[config.mk]
export PLATFORM = sky130hd
export DESIGN_NAME = bcd_updown_counter
export DESIGN_NICKNAME = d
export VERILOG_FILES = /design/src/rtl/bcd_updown_counter_pkg.sv /design/src/rtl/bcd_updown_counter_digit.sv /design/src/rtl/bcd_updown_counter.sv
export SDC_FILE = /design/constraint.sdc
export NUM_CORES = 1
export LEC_CHECK = 0
export CORE_MARGIN = 2
export CORE_UTILIZATION = 51
export CTS_BUF_LIST = sky130_fd_sc_hd__clkbuf_4 sky130_fd_sc_hd__clkbuf_8 sky130_fd_sc_hd__clkbuf_16
export DETAILED_ROUTE_END_ITERATION = 16
export GPL_ROUTABILITY_DRIVEN = 0
export PLACE_DENSITY = 0.91
export SLEW_MARGIN = 25
export SYNTH_ARGS = -nofsm -noshare
export SYNTH_HDL_FRONTEND = slang
export SYNTH_SLANG_ARGS = --single-unit
[constraint.sdc]
create_clock -name clk -period 2.8 [get_ports clk]
set_clock_uncertainty 0.2 [all_clocks]
set_input_delay 0.56 -clock clk [delete_from_list [all_inputs] [get_ports clk]]
set_output_delay 0.56 -clock clk [all_outputs]
set_load 0.005 [all_outputs]
[src/rtl/bcd_updown_counter_pkg.sv]
// ---------------------------------------------------------------------------
// bcd_updown_counter_pkg
// Shared constants and helpers for the cascaded BCD up/down counter.
//   DIGIT_W  : width of one BCD decade (nibble)
//   BCD_MAX  : largest legal decade value (9)
//   BCD_MIN  : smallest legal decade value (0)
//   is_bcd() : 1 when a nibble holds a legal decimal digit 0..9
// ---------------------------------------------------------------------------
package bcd_updown_counter_pkg;

  localparam int DIGIT_W = 4;

  localparam logic [DIGIT_W-1:0] BCD_MAX = 4'd9;
  localparam logic [DIGIT_W-1:0] BCD_MIN = 4'd0;

  function automatic logic is_bcd(input logic [DIGIT_W-1:0] nib);
    return (nib <= BCD_MAX);
  endfunction

endpackage

[src/rtl/bcd_updown_counter_digit.sv]
// ---------------------------------------------------------------------------
// bcd_digit
// One decade of the BCD counter. Priority inside the decade is
// clear > load > step, so the top level can drive step without
// masking it against clr/load.
// Ports:
//   clk, rst_asyn_n : clock and asynchronous active-low reset
//   clr             : synchronous clear to 0
//   step            : advance one position in the direction up_dn
//   up_dn           : 1 = increment, 0 = decrement
//   load, load_nib  : synchronous load; illegal nibbles load as 0
//   digit           : registered decade value
//   at_max, at_min  : decade currently holds 9 / 0
// ---------------------------------------------------------------------------
module bcd_digit
  import bcd_updown_counter_pkg::*;
(
  input  logic               clk,
  input  logic               rst_asyn_n,
  input  logic               clr,
  input  logic               step,
  input  logic               up_dn,
  input  logic               load,
  input  logic [DIGIT_W-1:0] load_nib,
  output logic [DIGIT_W-1:0] digit,
  output logic               at_max,
  output logic               at_min
);

  logic [DIGIT_W-1:0] digit_q;
  logic [DIGIT_W-1:0] digit_d;

  // Next decade value. An illegal present value (only reachable by
  // corruption) simply steps as plain binary; no recovery is attempted.
  always_comb begin
    digit_d = digit_q;
    if (clr) begin
      digit_d = BCD_MIN;
    end else if (load) begin
      digit_d = is_bcd(load_nib) ? load_nib : BCD_MIN;
    end else if (step) begin
      if (up_dn) begin
        digit_d = (digit_q == BCD_MAX) ? BCD_MIN : digit_q + 4'd1;
      end else begin
        digit_d = (digit_q == BCD_MIN) ? BCD_MAX : digit_q - 4'd1;
      end
    end
  end

  always_ff @(posedge clk or negedge rst_asyn_n) begin
    if (!rst_asyn_n) begin
      digit_q <= BCD_MIN;
    end else begin
      digit_q <= digit_d;
    end
  end

  assign digit  = digit_q;
  assign at_max = (digit_q == BCD_MAX);
  assign at_min = (digit_q == BCD_MIN);

endmodule

[src/rtl/bcd_updown_counter.sv]
// ---------------------------------------------------------------------------
// bcd_updown_counter
// Parametrised multi-decade BCD up/down counter with clear, load, enable,
// wrap or saturate behaviour, terminal count and sticky flags.
// Parameters:
//   DIGITS   : number of decades (1..8)
//   SATURATE : 0 = wrap at terminal value, 1 = hold at terminal value
// Ports:
//   clk, rst_asyn_n : clock and asynchronous active-low reset
//   en              : count enable
//   up_dn           : 1 = up, 0 = down
//   clr             : synchronous clear of count and flags
//   load, load_val  : synchronous parallel load, digit 0 in bits [3:0]
//   q_out           : registered BCD count, same packing as load_val
//   tc              : en & count at terminal value for current direction
//   ovf             : sticky, count wrapped or saturated while enabled
//   load_err        : sticky, a load contained a nibble above 9
// ---------------------------------------------------------------------------
module bcd_updown_counter
  import bcd_updown_counter_pkg::*;
#(
  parameter int DIGITS   = 4,
  parameter int SATURATE = 0
) (
  input  logic                  clk,
  input  logic                  rst_asyn_n,
  input  logic                  en,
  input  logic                  up_dn,
  input  logic                  clr,
  input  logic                  load,
  input  logic [4*DIGITS-1:0]   load_val,
  output logic [4*DIGITS-1:0]   q_out,
  output logic                  tc,
  output logic                  ovf,
  output logic                  load_err
);

  logic [DIGITS-1:0] step;
  logic [DIGITS-1:0] atMax;
  logic [DIGITS-1:0] atMin;
  logic              atTerm;
  logic              countEn;
  logic              loadBad;

  logic ovf_q;
  logic ovf_d;
  logic load_err_q;
  logic load_err_d;

  // Whole counter sits at the terminal value for the current direction.
  assign atTerm = up_dn ? (&atMax) : (&atMin);

  // In saturate mode the terminal step is suppressed at the source so no
  // decade moves; in wrap mode the ripple chain naturally rolls every decade.
  assign countEn = en & ~((SATURATE != 0) & atTerm);

  assign tc = en & atTerm;

  // Ripple enable: a decade steps only when every lower decade is at the
  // rollover point for the current direction.
  generate
    for (genvar i = 0; i < DIGITS; i++) begin : g_digit
      if (i == 0) begin : g_first
        assign step[i] = countEn;
      end else begin : g_rest
        assign step[i] = step[i-1] & (up_dn ? atMax[i-1] : atMin[i-1]);
      end

      bcd_digit u_digit (
        .clk        (clk),
        .rst_asyn_n (rst_asyn_n),
        .clr        (clr),
        .step       (step[i]),
        .up_dn      (up_dn),
        .load       (load),
        .load_nib   (load_val[DIGIT_W*i +: DIGIT_W]),
        .digit      (q_out[DIGIT_W*i +: DIGIT_W]),
        .at_max     (atMax[i]),
        .at_min     (atMin[i])
      );
    end
  endgenerate

  // Any nibble of the load word outside 0..9.
  always_comb begin
    loadBad = 1'b0;
    for (int i = 0; i < DIGITS; i++) begin
      if (!is_bcd(load_val[DIGIT_W*i +: DIGIT_W])) begin
        loadBad = 1'b1;
      end
    end
  end

  // Sticky flags follow the same clr > load > en priority as the count.
  always_comb begin
    ovf_d      = ovf_q;
    load_err_d = load_err_q;
    if (clr) begin
      ovf_d      = 1'b0;
      load_err_d = 1'b0;
    end else if (load) begin
      if (loadBad) begin
        load_err_d = 1'b1;
      end
    end else if (en && atTerm) begin
      ovf_d = 1'b1;
    end
  end

  always_ff @(posedge clk or negedge rst_asyn_n) begin
    if (!rst_asyn_n) begin
      ovf_q      <= 1'b0;
      load_err_q <= 1'b0;
    end else begin
      ovf_q      <= ovf_d;
      load_err_q <= load_err_d;
    end
  end

  assign ovf      = ovf_q;
  assign load_err = load_err_q;

endmodule

==> results of run 1 <==
==> flip-flops by register name, indices dropped and copies added (netlist names) <==
signal                 flops
load_err                   1
g_digit.u_digit.digit     16
ovf                        1
==> routing by layer <==
metal | share of wire, % | routed length, um | global-route usage (%)
met5 | 0 | 0 | 0
met4 | 4.1 | 230 | 15.2
met3 | 8.3 | 465 | 4.05
met2 | 46 | 2620 | 47.9
met1 | 41 | 2320 | 35.8
==> cell type report <==
type                    instances  area (sq um)
clock buffers                   4          36.3
fillers                       240           843
inverters                      18          67.6
multi-input cells             182          1290
flip-flops and latches         18           452
well taps                      46          57.6
repair buffers                 72           638
==> cell families (layout without fill, tap and decap cells) <==
| family | Yosys count | after routing | share of synthesized area, % |
|---|---|---|---|
| fa+ha+maj | 12 | 12 | 8.19 |
| simple gates | 79 | 79 | 22.5 |
| mux | 6 | 6 | 3.41 |
| xor+xnor | 3 | 3 | 1.43 |
| compound gates | 82 | 82 | 33.1 |
| flops | 18 | 18 | 24.6 |
| buf+inv | 31 | 94 | 6.82 |
==> worst max-delay path: stages (launching register included) <==
cell           delay [ns]
dfrtp_1              0.41
inv_1                0.16
ha_1                 0.20
nor3b_2              0.22
nand4_1              0.11
a21boi_1             0.17
dlygate4sd2_1        0.25
==> through the flow <==
| step | hold WS [ns] | setup WS, ns | utilization [%] | TNS (ns) | total power [W] |
|---|---|---|---|---|---|
| 4_1_cts | 0.352 | 0.202 | 75.1 | 0 | 0.000852 |
| 3_3_place_gp | 0.278 | -0.182 | 72.6 | -0.903 | 0.000653 |
| 3_5_place_dp | 0.323 | -0.252 | 72.6 | -1.33 | 0.000662 |
| 6_report | 0.346 | 0.188 | 75.1 | 0 | 0.000861 |
| 2_1_floorplan | 0.0644 | 0.301 | - | 0 | 0.000494 |
| 5_1_grt | 0.361 | 0.0155 | 75.1 | 0 | 0.000910 |
==> timing repair <==
item | 4_1_cts | 5_1_grt
setup endpoints to repair | 1 | 0
setup buffers | 2 | 0
gates resized for setup | 11 | 0
==> power groups by stage <==
stage	clock network (W)	registers, W	logic [W]
final	0.000180	0.000295	0.000386
after detailed placement	0	0.000300	0.000361
after floorplan	0	0.000304	0.000190
after global routing	0.000195	0.000298	0.000417
after global placement	0	0.000300	0.000353
after CTS	0.000181	0.000294	0.000377
==> cells in the final DEF (no fill, tap or decap), types with 5 or more instances in the layout <==
cell,Yosys,final
clkdlybuf4s50_1,0,38
buf_4,0,32
nor2_1,21,21
nand2_1,18,18
a21oi_1,17,17
dfrtp_1,18,17
inv_1,16,16
o21ai_0,15,15
ha_1,12,10
a211oi_1,9,9
nand3_1,9,9
nand2b_1,5,5
nor2b_1,5,5
==> final timing paths <==
check / depth (start not counted) / from / endpoint / slack [ns]
max: 6 / g_digit[1].u_digit.digit[1] / tc / 0.19
min: 2 / ovf / ovf / 0.35
max reg2reg: 8 / g_digit[1].u_digit.digit[1] / g_digit[3].u_digit.digit[0] / 0.22
min reg2reg: 2 / ovf / ovf / 0.35
max in group asynchronous: 2 / rst_asyn_n / g_digit[3].u_digit.digit[0] / 1.80
min in group asynchronous: 2 / rst_asyn_n / load_err / 0.36
==> flow_summary.json, run 1 <==
{
  "outcome": "completed",
  "finalSetupViolCount": 0,
  "post_synth_instance_area_sq_um": 1830,
  "dieWidth_um": 64.0,
  "postSynthRegisterBits": 18,
  "min-delay-path-class": "register to register",
  "numCtsBuffers": 3,
  "synth_enable_flop_cells": 0,
  "initial_antenna_violation_count": 0,
  "routed_via_density": 6.38,
  "clock_sinks": 18,
  "largest_cells_by_area_after_synthesis": "dfrtp_1 (25%), ha_1 (8.2%), a21oi_1 (4.6%)",
  "switchingPower_w": 0.000309,
  "maxCapViolations": 0,
  "place_area_sq_um": 2460,
  "drt-wirelength-per-cell_um": 16.6,
  "critPathLaunchType": "register",
  "library_cell_with_the_highest_instance_count_after_synthesis": "nor2_1",
  "fmax_ghz": 0.383,
  "rows": 21,
  "core_area_sq_um": 3390,
  "p_clk_share_pct": 20.9,
  "worst_slew_pin_slew_ns": 0.480,
  "clkSlewWorstSetupHoldPaths_ns": 0.13,
  "floorplan.die.height_um": 64.0,
  "vdd_drop_max_mv": 0.190,
  "globalRoute.totalOverflow": 0,
  "critPathArrivalTime_ns": 1.85,
  "fraction_of_synthesized_cell_area_taken_by_the_top_area_cell_type_pct": 24.6,
  "hold_viol_final": 0,
  "fin_crit_sh_pct": 93.3,
  "power.share.sequential_pct": 34.2,
  "place_hpwl_mm": 3.98,
  "drt.antenna.violating_nets": 0,
  "yosysWarnings": 0,
  "clock_insertion_delay_worst_skew_ns": 0.32,
  "fin_crit_ns": 2.61,
  "drc": 0,
  "detailroute.via_count": 2170,
  "post_route_cells_drive_above_1_share_pct": 18.0,
  "grt_max_degree": 19,
  "ys_async_sr_fraction_pct": 100,
  "endpoint_kind": "output pin",
  "report.final.slew_viol_count": 0,
  "synth.largest_area_cell": "dfrtp_1",
  "grt_pass1_wl_mm": 9.22,
  "ctsHoldBuffers": 0,
  "synth.avg_cell_area_sq_um": 7.94,
  "placement.io_buffers": 40,
  "final_cell_area_sq_um": 2550,
  "drt-pass1-iter-count": 5,
  "switching_share_pct": 35.9,
  "number_of_cells_after_detailed_placement": 334,
  "antenna-diode-count": 0,
  "start_util_pct": 54.1,
  "comb_power_share_pct": 44.9,
  "worstPathRequired_ns": 2.04,
  "cts-root-buf": "clkbuf_4",
  "fin_cells": 340,
  "htreeDepth": 1,
  "register_area_share_after_synthesis_pct": 24.6,
  "power_density_nw_per_um2": 338,
  "rsz_0062_raised_after_global_routing": "no",
  "ys.flop_type": "dfrtp_1",
  "grt_pass1_vias": 2009,
  "syn_inst_count": 231,
  "ctsLongestPathBuffers": 2,
  "design.final.nets": 329,
  "wl_mm": 5.63,
  "drt_first_iter_violations": 178,
  "slew_headroom_pct": 67.6,
  "critical_path.max_fanout": 4,
  "synth.top_cells.by_count": "nor2_1 (21), dfrtp_1 (18), nand2_1 (18), a21oi_1 (17), inv_1 (16)",
  "syn_nets": 265,
  "synth_cell_types": 55,
  "power.static_leakage_nw": 1.10,
  "io_pins": 41,
  "fp.dieArea_sq_um": 4090,
  "tritoncts_clock_tree": "done",
  "areaGrowthSynthToFinish_pct": 38.8,
  "intPower_w": 0.000552,
  "worstSetupPathType": "register to output pin",
  "grt_use_total_pct": 28.8
}
(Power assumes the default switching activity.)
==> run 2, diff against run 1 <==
- CTS_CLUSTER_SIZE: not set -> 30
==> results of run 2 <==
No change in the layout: final DEF, timing and power equal those of run 1.
